File: config.mk
export PLATFORM = sky130hd
export DESIGN_NAME = bg_cmp_sched_flat
export DESIGN_NICKNAME = d
export VERILOG_FILES = /design/src/rtl/bg_cmp_sched_if.sv /design/src/rtl/bg_cmp_sched.sv /design/src/flat_wrapper.sv
export SDC_FILE = /design/constraint.sdc
export NUM_CORES = 1
export LEC_CHECK = 0
export CAP_MARGIN = 40
export CORE_ASPECT_RATIO = 0.9
export CORE_MARGIN = 2
export CORE_UTILIZATION = 51
export CTS_CLUSTER_DIAMETER = 50
export DETAILED_ROUTE_END_ITERATION = 8
export GPL_ROUTABILITY_DRIVEN = 0
export PLACE_DENSITY = 0.78
export SLEW_MARGIN = 0
export SYNTH_ARGS = -nofsm -noshare
export SYNTH_HDL_FRONTEND = slang
export SYNTH_SLANG_ARGS = --single-unit
export TNS_END_PERCENT = 1
File: constraint.sdc
create_clock -name clk -period 1.97 [get_ports clk]
set_input_delay 0.197 -clock clk [delete_from_list [all_inputs] [get_ports clk]]
set_output_delay 0.197 -clock clk [all_outputs]
set_load 0.02 [all_outputs]
File: src/rtl/bg_cmp_sched_if.sv
// Handshake and comparator-control bundle for the bandgap comparator scheduler.
// master: requester/comparator side; slave: the scheduler itself.
interface bg_cmp_sched_if #(
  parameter int unsigned NREQ = 4
) ();
  logic            pwrup;
  logic [NREQ-1:0] req;
  logic [NREQ-1:0] gnt;
  logic            done;
  logic            result;
  logic            marginal;
  logic            busy;
  logic            CMPO;
  logic [1:0]      c1;
  logic [1:0]      c2;
  logic            cmpZeroOffset;
  logic            cmpSwapInput;

  modport master (
    output pwrup, req, CMPO,
    input  gnt, done, result, marginal, busy, c1, c2, cmpZeroOffset, cmpSwapInput
  );

  modport slave (
    input  pwrup, req, CMPO,
    output gnt, done, result, marginal, busy, c1, c2, cmpZeroOffset, cmpSwapInput
  );
endinterface

File: src/rtl/bg_cmp_sched.sv
// Round-robin scheduler of the shared bandgap comparator (zero, phi1, phi2, compare).
// Define CHOP_EN for a second, input-swapped compare pass that produces the marginal flag.
module bg_cmp_sched #(
  parameter int unsigned NREQ       = 4,
  parameter int unsigned ZERO_CYC   = 2,
  parameter int unsigned SETTLE_CYC = 2
) (
  input  logic           clk,
  input  logic           reset_n,
  bg_cmp_sched_if.slave  bus
);

  localparam int unsigned PW = $clog2(NREQ);
  localparam logic [1:0] PH_OFF = 2'd0;
  localparam logic [1:0] PH_CMP = 2'd1;
  localparam logic [1:0] PH_SMP = 2'd2;

  typedef enum logic [2:0] {
    S_IDLE,
    S_ZERO,
    S_PHI1,
    S_PHI2,
    S_CMP,
    S_DONE
  } state_e;

  state_e          state_q, state_d;
  logic [3:0]      cnt_q, cnt_d;
  logic [PW-1:0]   ptr_q, ptr_d;
  logic [PW-1:0]   gidx_q, gidx_d;
  logic [NREQ-1:0] gnt_q, gnt_d;
  logic [1:0]      c1_q, c1_d, c2_q, c2_d;
  logic            zero_q, zero_d;
  logic            done_q, done_d;
  logic            busy_q, busy_d;
  logic            result_q, result_d;
`ifdef CHOP_EN
  logic            pass_q, pass_d;
  logic            a_q, a_d;
  logic            swap_q, swap_d;
  logic            marginal_q, marginal_d;
`endif

  logic            found;
  logic [PW-1:0]   pick;
  logic [PW-1:0]   idx_c;
  int unsigned     slot;

  // First requester at or after the rr pointer, wrapping NREQ-1 -> 0.
  always_comb begin
    found = 1'b0;
    pick  = ptr_q;
    slot  = 0;
    idx_c = '0;
    for (int unsigned i = 0; i < NREQ; i++) begin
      slot = int'(ptr_q) + i;
      if (slot >= NREQ) slot = slot - NREQ;
      idx_c = PW'(slot);
      if (!found && bus.req[idx_c]) begin
        found = 1'b1;
        pick  = idx_c;
      end
    end
  end

  always_comb begin
    state_d  = state_q;
    cnt_d    = cnt_q;
    ptr_d    = ptr_q;
    gidx_d   = gidx_q;
    gnt_d    = gnt_q;
    result_d = result_q;
`ifdef CHOP_EN
    pass_d     = pass_q;
    a_d        = a_q;
    marginal_d = marginal_q;
`endif

    if (!bus.pwrup) begin
      state_d = S_IDLE;
      gnt_d   = '0;
`ifdef CHOP_EN
      pass_d  = 1'b0;
`endif
    end else begin
      unique case (state_q)
        S_IDLE: begin
          if (found) begin
            state_d     = S_ZERO;
            gidx_d      = pick;
            gnt_d       = '0;
            gnt_d[pick] = 1'b1;
            cnt_d       = 4'(ZERO_CYC - 1);
`ifdef CHOP_EN
            pass_d      = 1'b0;
`endif
          end
        end
        S_ZERO: begin
          if (cnt_q == '0) state_d = S_PHI1;
          else             cnt_d   = cnt_q - 4'd1;
        end
        S_PHI1: state_d = S_PHI2;
        S_PHI2: begin
          state_d = S_CMP;
          cnt_d   = 4'(SETTLE_CYC - 1);
        end
        S_CMP: begin
          if (cnt_q == '0) begin
`ifdef CHOP_EN
            if (!pass_q) begin
              state_d = S_PHI1;
              pass_d  = 1'b1;
              a_d     = bus.CMPO;
            end else begin
              state_d    = S_DONE;
              result_d   = a_q;
              marginal_d = (a_q == bus.CMPO);
            end
`else
            state_d  = S_DONE;
            result_d = bus.CMPO;
`endif
          end else begin
            cnt_d = cnt_q - 4'd1;
          end
        end
        S_DONE: begin
          state_d = S_IDLE;
          gnt_d   = '0;
          ptr_d   = (gidx_q == PW'(NREQ - 1)) ? '0 : gidx_q + 1'b1;
        end
        default: state_d = S_IDLE;
      endcase
    end

    // Control outputs are decoded from the next state so they are registered.
    c1_d   = PH_OFF;
    c2_d   = PH_OFF;
    zero_d = 1'b0;
    done_d = 1'b0;
    busy_d = (state_d != S_IDLE);
    unique case (state_d)
      S_ZERO: begin
        zero_d = 1'b1;
        c1_d   = PH_SMP;
        c2_d   = PH_SMP;
      end
      S_PHI1: c1_d = PH_SMP;
      S_PHI2: c2_d = PH_SMP;
      S_CMP: begin
        c1_d = PH_CMP;
        c2_d = PH_CMP;
      end
      S_DONE: done_d = 1'b1;
      default: ;
    endcase
`ifdef CHOP_EN
    swap_d = pass_d && (state_d == S_PHI1 || state_d == S_PHI2 || state_d == S_CMP);
`endif
  end

  always_ff @(posedge clk or negedge reset_n) begin
    if (!reset_n) begin
      state_q    <= S_IDLE;
      cnt_q      <= '0;
      ptr_q      <= '0;
      gidx_q     <= '0;
      gnt_q      <= '0;
      c1_q       <= '0;
      c2_q       <= '0;
      zero_q     <= 1'b0;
      done_q     <= 1'b0;
      busy_q     <= 1'b0;
      result_q   <= 1'b0;
`ifdef CHOP_EN
      pass_q     <= 1'b0;
      a_q        <= 1'b0;
      swap_q     <= 1'b0;
      marginal_q <= 1'b0;
`endif
    end else begin
      state_q    <= state_d;
      cnt_q      <= cnt_d;
      ptr_q      <= ptr_d;
      gidx_q     <= gidx_d;
      gnt_q      <= gnt_d;
      c1_q       <= c1_d;
      c2_q       <= c2_d;
      zero_q     <= zero_d;
      done_q     <= done_d;
      busy_q     <= busy_d;
      result_q   <= result_d;
`ifdef CHOP_EN
      pass_q     <= pass_d;
      a_q        <= a_d;
      swap_q     <= swap_d;
      marginal_q <= marginal_d;
`endif
    end
  end

  assign bus.gnt           = gnt_q;
  assign bus.done          = done_q;
  assign bus.result        = result_q;
  assign bus.busy          = busy_q;
  assign bus.c1            = c1_q;
  assign bus.c2            = c2_q;
  assign bus.cmpZeroOffset = zero_q;
`ifdef CHOP_EN
  assign bus.cmpSwapInput  = swap_q;
  assign bus.marginal      = marginal_q;
`else
  assign bus.cmpSwapInput  = 1'b0;
  assign bus.marginal      = 1'b0;
`endif

endmodule

File: src/flat_wrapper.sv
// flat-port wrapper written by rule: the top's interface ports become plain ports
module bg_cmp_sched_flat 
#(
  parameter int unsigned NREQ       = 4,
  parameter int unsigned ZERO_CYC   = 2,
  parameter int unsigned SETTLE_CYC = 2
)
  (clk, reset_n, bus_pwrup, bus_req, bus_CMPO, bus_gnt, bus_done, bus_result, bus_marginal, bus_busy, bus_c1, bus_c2, bus_cmpZeroOffset, bus_cmpSwapInput);
  bg_cmp_sched_if #(.NREQ(NREQ)) bus_i ();
  input  logic clk;
  input  logic reset_n;
  input wire logic [$bits(bus_i.pwrup)-1:0] bus_pwrup;
  input wire logic [$bits(bus_i.req)-1:0] bus_req;
  input wire logic [$bits(bus_i.CMPO)-1:0] bus_CMPO;
  output wire logic [$bits(bus_i.gnt)-1:0] bus_gnt;
  output wire logic [$bits(bus_i.done)-1:0] bus_done;
  output wire logic [$bits(bus_i.result)-1:0] bus_result;
  output wire logic [$bits(bus_i.marginal)-1:0] bus_marginal;
  output wire logic [$bits(bus_i.busy)-1:0] bus_busy;
  output wire logic [$bits(bus_i.c1)-1:0] bus_c1;
  output wire logic [$bits(bus_i.c2)-1:0] bus_c2;
  output wire logic [$bits(bus_i.cmpZeroOffset)-1:0] bus_cmpZeroOffset;
  output wire logic [$bits(bus_i.cmpSwapInput)-1:0] bus_cmpSwapInput;
  assign bus_i.pwrup = bus_pwrup;
  assign bus_i.req = bus_req;
  assign bus_i.CMPO = bus_CMPO;
  assign bus_gnt = bus_i.gnt;
  assign bus_done = bus_i.done;
  assign bus_result = bus_i.result;
  assign bus_marginal = bus_i.marginal;
  assign bus_busy = bus_i.busy;
  assign bus_c1 = bus_i.c1;
  assign bus_c2 = bus_i.c2;
  assign bus_cmpZeroOffset = bus_i.cmpZeroOffset;
  assign bus_cmpSwapInput = bus_i.cmpSwapInput;
  bg_cmp_sched #(.NREQ(NREQ), .ZERO_CYC(ZERO_CYC), .SETTLE_CYC(SETTLE_CYC)) u_core (.clk(clk), .reset_n(reset_n), .bus(bus_i));
endmodule
==> flow_summary.ini <==
[final_layout]
final_nets = 143
area_growth_syn_to_layout_pct = 24.2
diodes = 0
drive_gt1_share_pct = 15.2

[critical_path]
path_cells = inv_1, ha_4, or3b_4, buf_4, mux2i_1, o21a_1, o21a_1
path_class = flip-flop to flip-flop
crit_buf_inv = 2
arrival_ps = 2100
start_kind = flip-flop
cpMostUsedCell = o21a_1
cpPeakStageDelay_ps = 430
cp-end-kind = flip-flop
cp_max_fo = 5
crit_required_ps = 2200
path_delay_family = flip-flops
slowest_stage = dfrtp_1

[floorplanning]
std_cell_rows = 16
num_io_pins = 22
start_util_pct = 54.0
die-height_um = 49.8
die_width_um = 54.9
dieArea_um2 = 2740
coreArea_um2 = 2200

[synth]
syn_avg_cell_area_um2 = 11.0
seq_area_frac_synth_pct = 48.4
syn-cell-area_um2 = 1190
synth-warning-count = 0
ys_types = 41
syn_inst = 108
synthFlopType = dfrtp_1
synth_edf_count = 0
ys_seq_elements = 23
async_reset_ff_share_pct = 100

[detailed_routing]
drt-wirelength-per-cell_um = 14.5
via_count = 893
drc = 0
drtIter0Drc = 13
wl_um = 2300
antenna_left = 0
drtPass1Iterations = 4
vias_per_cell = 5.62

[sta]
worstMarginPinSlew_ps = 541
hold_viol = 0
max-slew-margin-rel_pct = 63.0
period_share_pct = 94.9
setup_viol = 0
hold_ws_ps = 214
period_minus_slack_ps = 1870
rsz0062_at_grt = false
final-max-slew-violation-count = 0
skew_ps = 1.52
max_freq_ghz = 0.535

[hold_path]
hp-class = primary input to asynchronous set/reset pin

[grt]
grt_pass1_wl_um = 3910
grt_pass1_vias = 863
grt_start_max_net_pins = 24
antenna_found_initial = 0
grt.total_usage_pct = 19.9
grt.overflow.total = 0

[power_and_ir_drop]
p_leak_nw = 0.659
comb_power_share_pct = 45.1
swShare_pct = 37.8
totalPowerFinal_mw = 1.77
switchingPower_uw = 668
p_per_area_nw_per_um2 = 1200
clkPwrFrac_pct = 13.0
p_seq_share_pct = 41.9
ir_drop_mv = 0.761
intPower_mw = 1.10

[run]
max_cap_violations = 0

[cts]
clk_root_buffer_cell = clkbuf_4
clock_latency_ps = 320
path_clk_slew_ps = 130
cts_tree = built
cts_made_buffers = 3
postCtsHoldBufs = 0
cts_num_sinks = 23
clock_path_buffers = 2
h-tree-depth = 1

[placement]
dp_hpwl_um = 1730
port_buffers = 19

[run_status]
status = complete, no violations
timing repair:
action | 4_1_cts | 5_1_grt
gates resized for setup | 0 | 4
setup endpoints to repair | 0 | 5
buffers inserted | 0 | 1
cell type report:
type / count / area (um^2)
Fill cell: 187 / 724
Multi-Input combinational cell: 76 / 592
Sequential cell: 23 / 576
Timing Repair Buffer: 24 / 228
Tap cell: 27 / 33.8
Clock buffer: 3 / 22.5
Inverter: 5 / 18.8
Clock inverter: 1 / 7.51
power groups by stage:
stage | Combinational, mW | Sequential [mW] | Clock (mW)
2_1_floorplan | 0.465 | 0.763 | 0
3_3_place_gp | 0.714 | 0.732 | 0
3_5_place_dp | 0.734 | 0.747 | 0
4_1_cts | 0.738 | 0.737 | 0.238
5_1_grt | 0.878 | 0.763 | 0.261
6_report | 0.797 | 0.739 | 0.230
routing by layer:
layer  vias up  wire length (um)  GRT usage [%]
li1        437                 -              -
met1       432              1150           30.4
met2        22              1020           27.4
met3         2               125           6.97
met4         0                10           3.66
met5         -                 0              0
kinds of logic after synthesis:
family	after synthesis	synth area share, %
AND/OR/NAND/NOR	34	18.6
AO/OA/AOI/OAI	31	20.3
flip-flops	23	48.4
buffers and inverters	10	3.79
multiplexers	6	5.78
adder cells (fa/ha/maj)	2	2.10
other	1	0.315
XOR/XNOR	1	0.736
final timing paths:
check | startpoint | endpoint | slack (ps) | depth (start not counted)
worst max-delay path | u_core.cnt_q[1] | u_core.bus.c2[0] | 100 | 7
worst min-delay path | reset_n | u_core.bus.c1[1] | 210 | 2
worst max register to register | u_core.cnt_q[1] | u_core.bus.c2[0] | 100 | 7
max in group asynchronous | reset_n | u_core.ptr_q[0] | 1540 | 2
min in group clk | bus_CMPO | u_core.bus.result | 480 | 2
worst min register to register | u_core.gidx_q[0] | u_core.ptr_q[0] | 500 | 1
state kept, by name, summed over array words and instances, names as in the netlist:
register	cells
u_core.bus.done	1
u_core.bus.busy	1
u_core.bus.c1	2
u_core.bus.gnt	4
u_core.bus.result	1
u_core.bus.cmpZeroOffset	1
u_core.ptr_q	2
u_core.bus.c2	2
u_core.state_q	3
u_core.gidx_q	2
u_core.cnt_q	4
cells in the final DEF, fill, tap and decap left out, types with 3 or more instances in the layout:
master           count
clkdlybuf4s50_1     19
o21a_1               5
o2bb2ai_1            4
clkbuf_4             3
o21ai_0              4
nor2_1               6
buf_4                5
dfrtp_1             23
inv_1                5
nand2b_1             3
nand2_1              3
nor2b_1              5
a21oi_1              4
per-stage QoR:
stage | std cells | setup TNS (ps) | util [%] | worst slack (ps) | instance area, um^2
after global placement | 154 | 0 | 64.5 | 6.60 | 1420
after CTS | 158 | 0 | 65.9 | 18.4 | 1450
after global routing | 159 | 0 | 67.1 | 12.7 | 1480
after detailed placement | 154 | -150 | 64.5 | -59.9 | 1420
after floorplan | 109 | 0 | - | 160 | 1190
final | 159 | 0 | 67.1 | 101 | 1480
Yosys cell counts, types with 2 or more instances:
cell type	n	area (um^2)
o211a_1	2	20.0
mux2_2	3	33.8
buf_4	2	15.0
nor2_1	6	22.5
a21oi_1	4	20.0
mux2i_1	2	20.0
nand2b_1	3	18.8
nor2b_1	5	31.3
nand3_1	2	10.0
nand2_1	3	11.3
o211ai_1	2	15.0
clkbuf_1	3	11.3
nor3_1	2	10.0
o31ai_1	2	15.0
ha_1	2	25.0
a21o_1	2	15.0
o21ai_0	4	20.0
o21a_1	5	37.5
dfrtp_1	23	576
inv_1	5	18.8
and2_1	2	12.5
o2bb2ai_1	4	35.0
and3_1	2	12.5
Note: power is estimated with default switching activity, not from simulation.
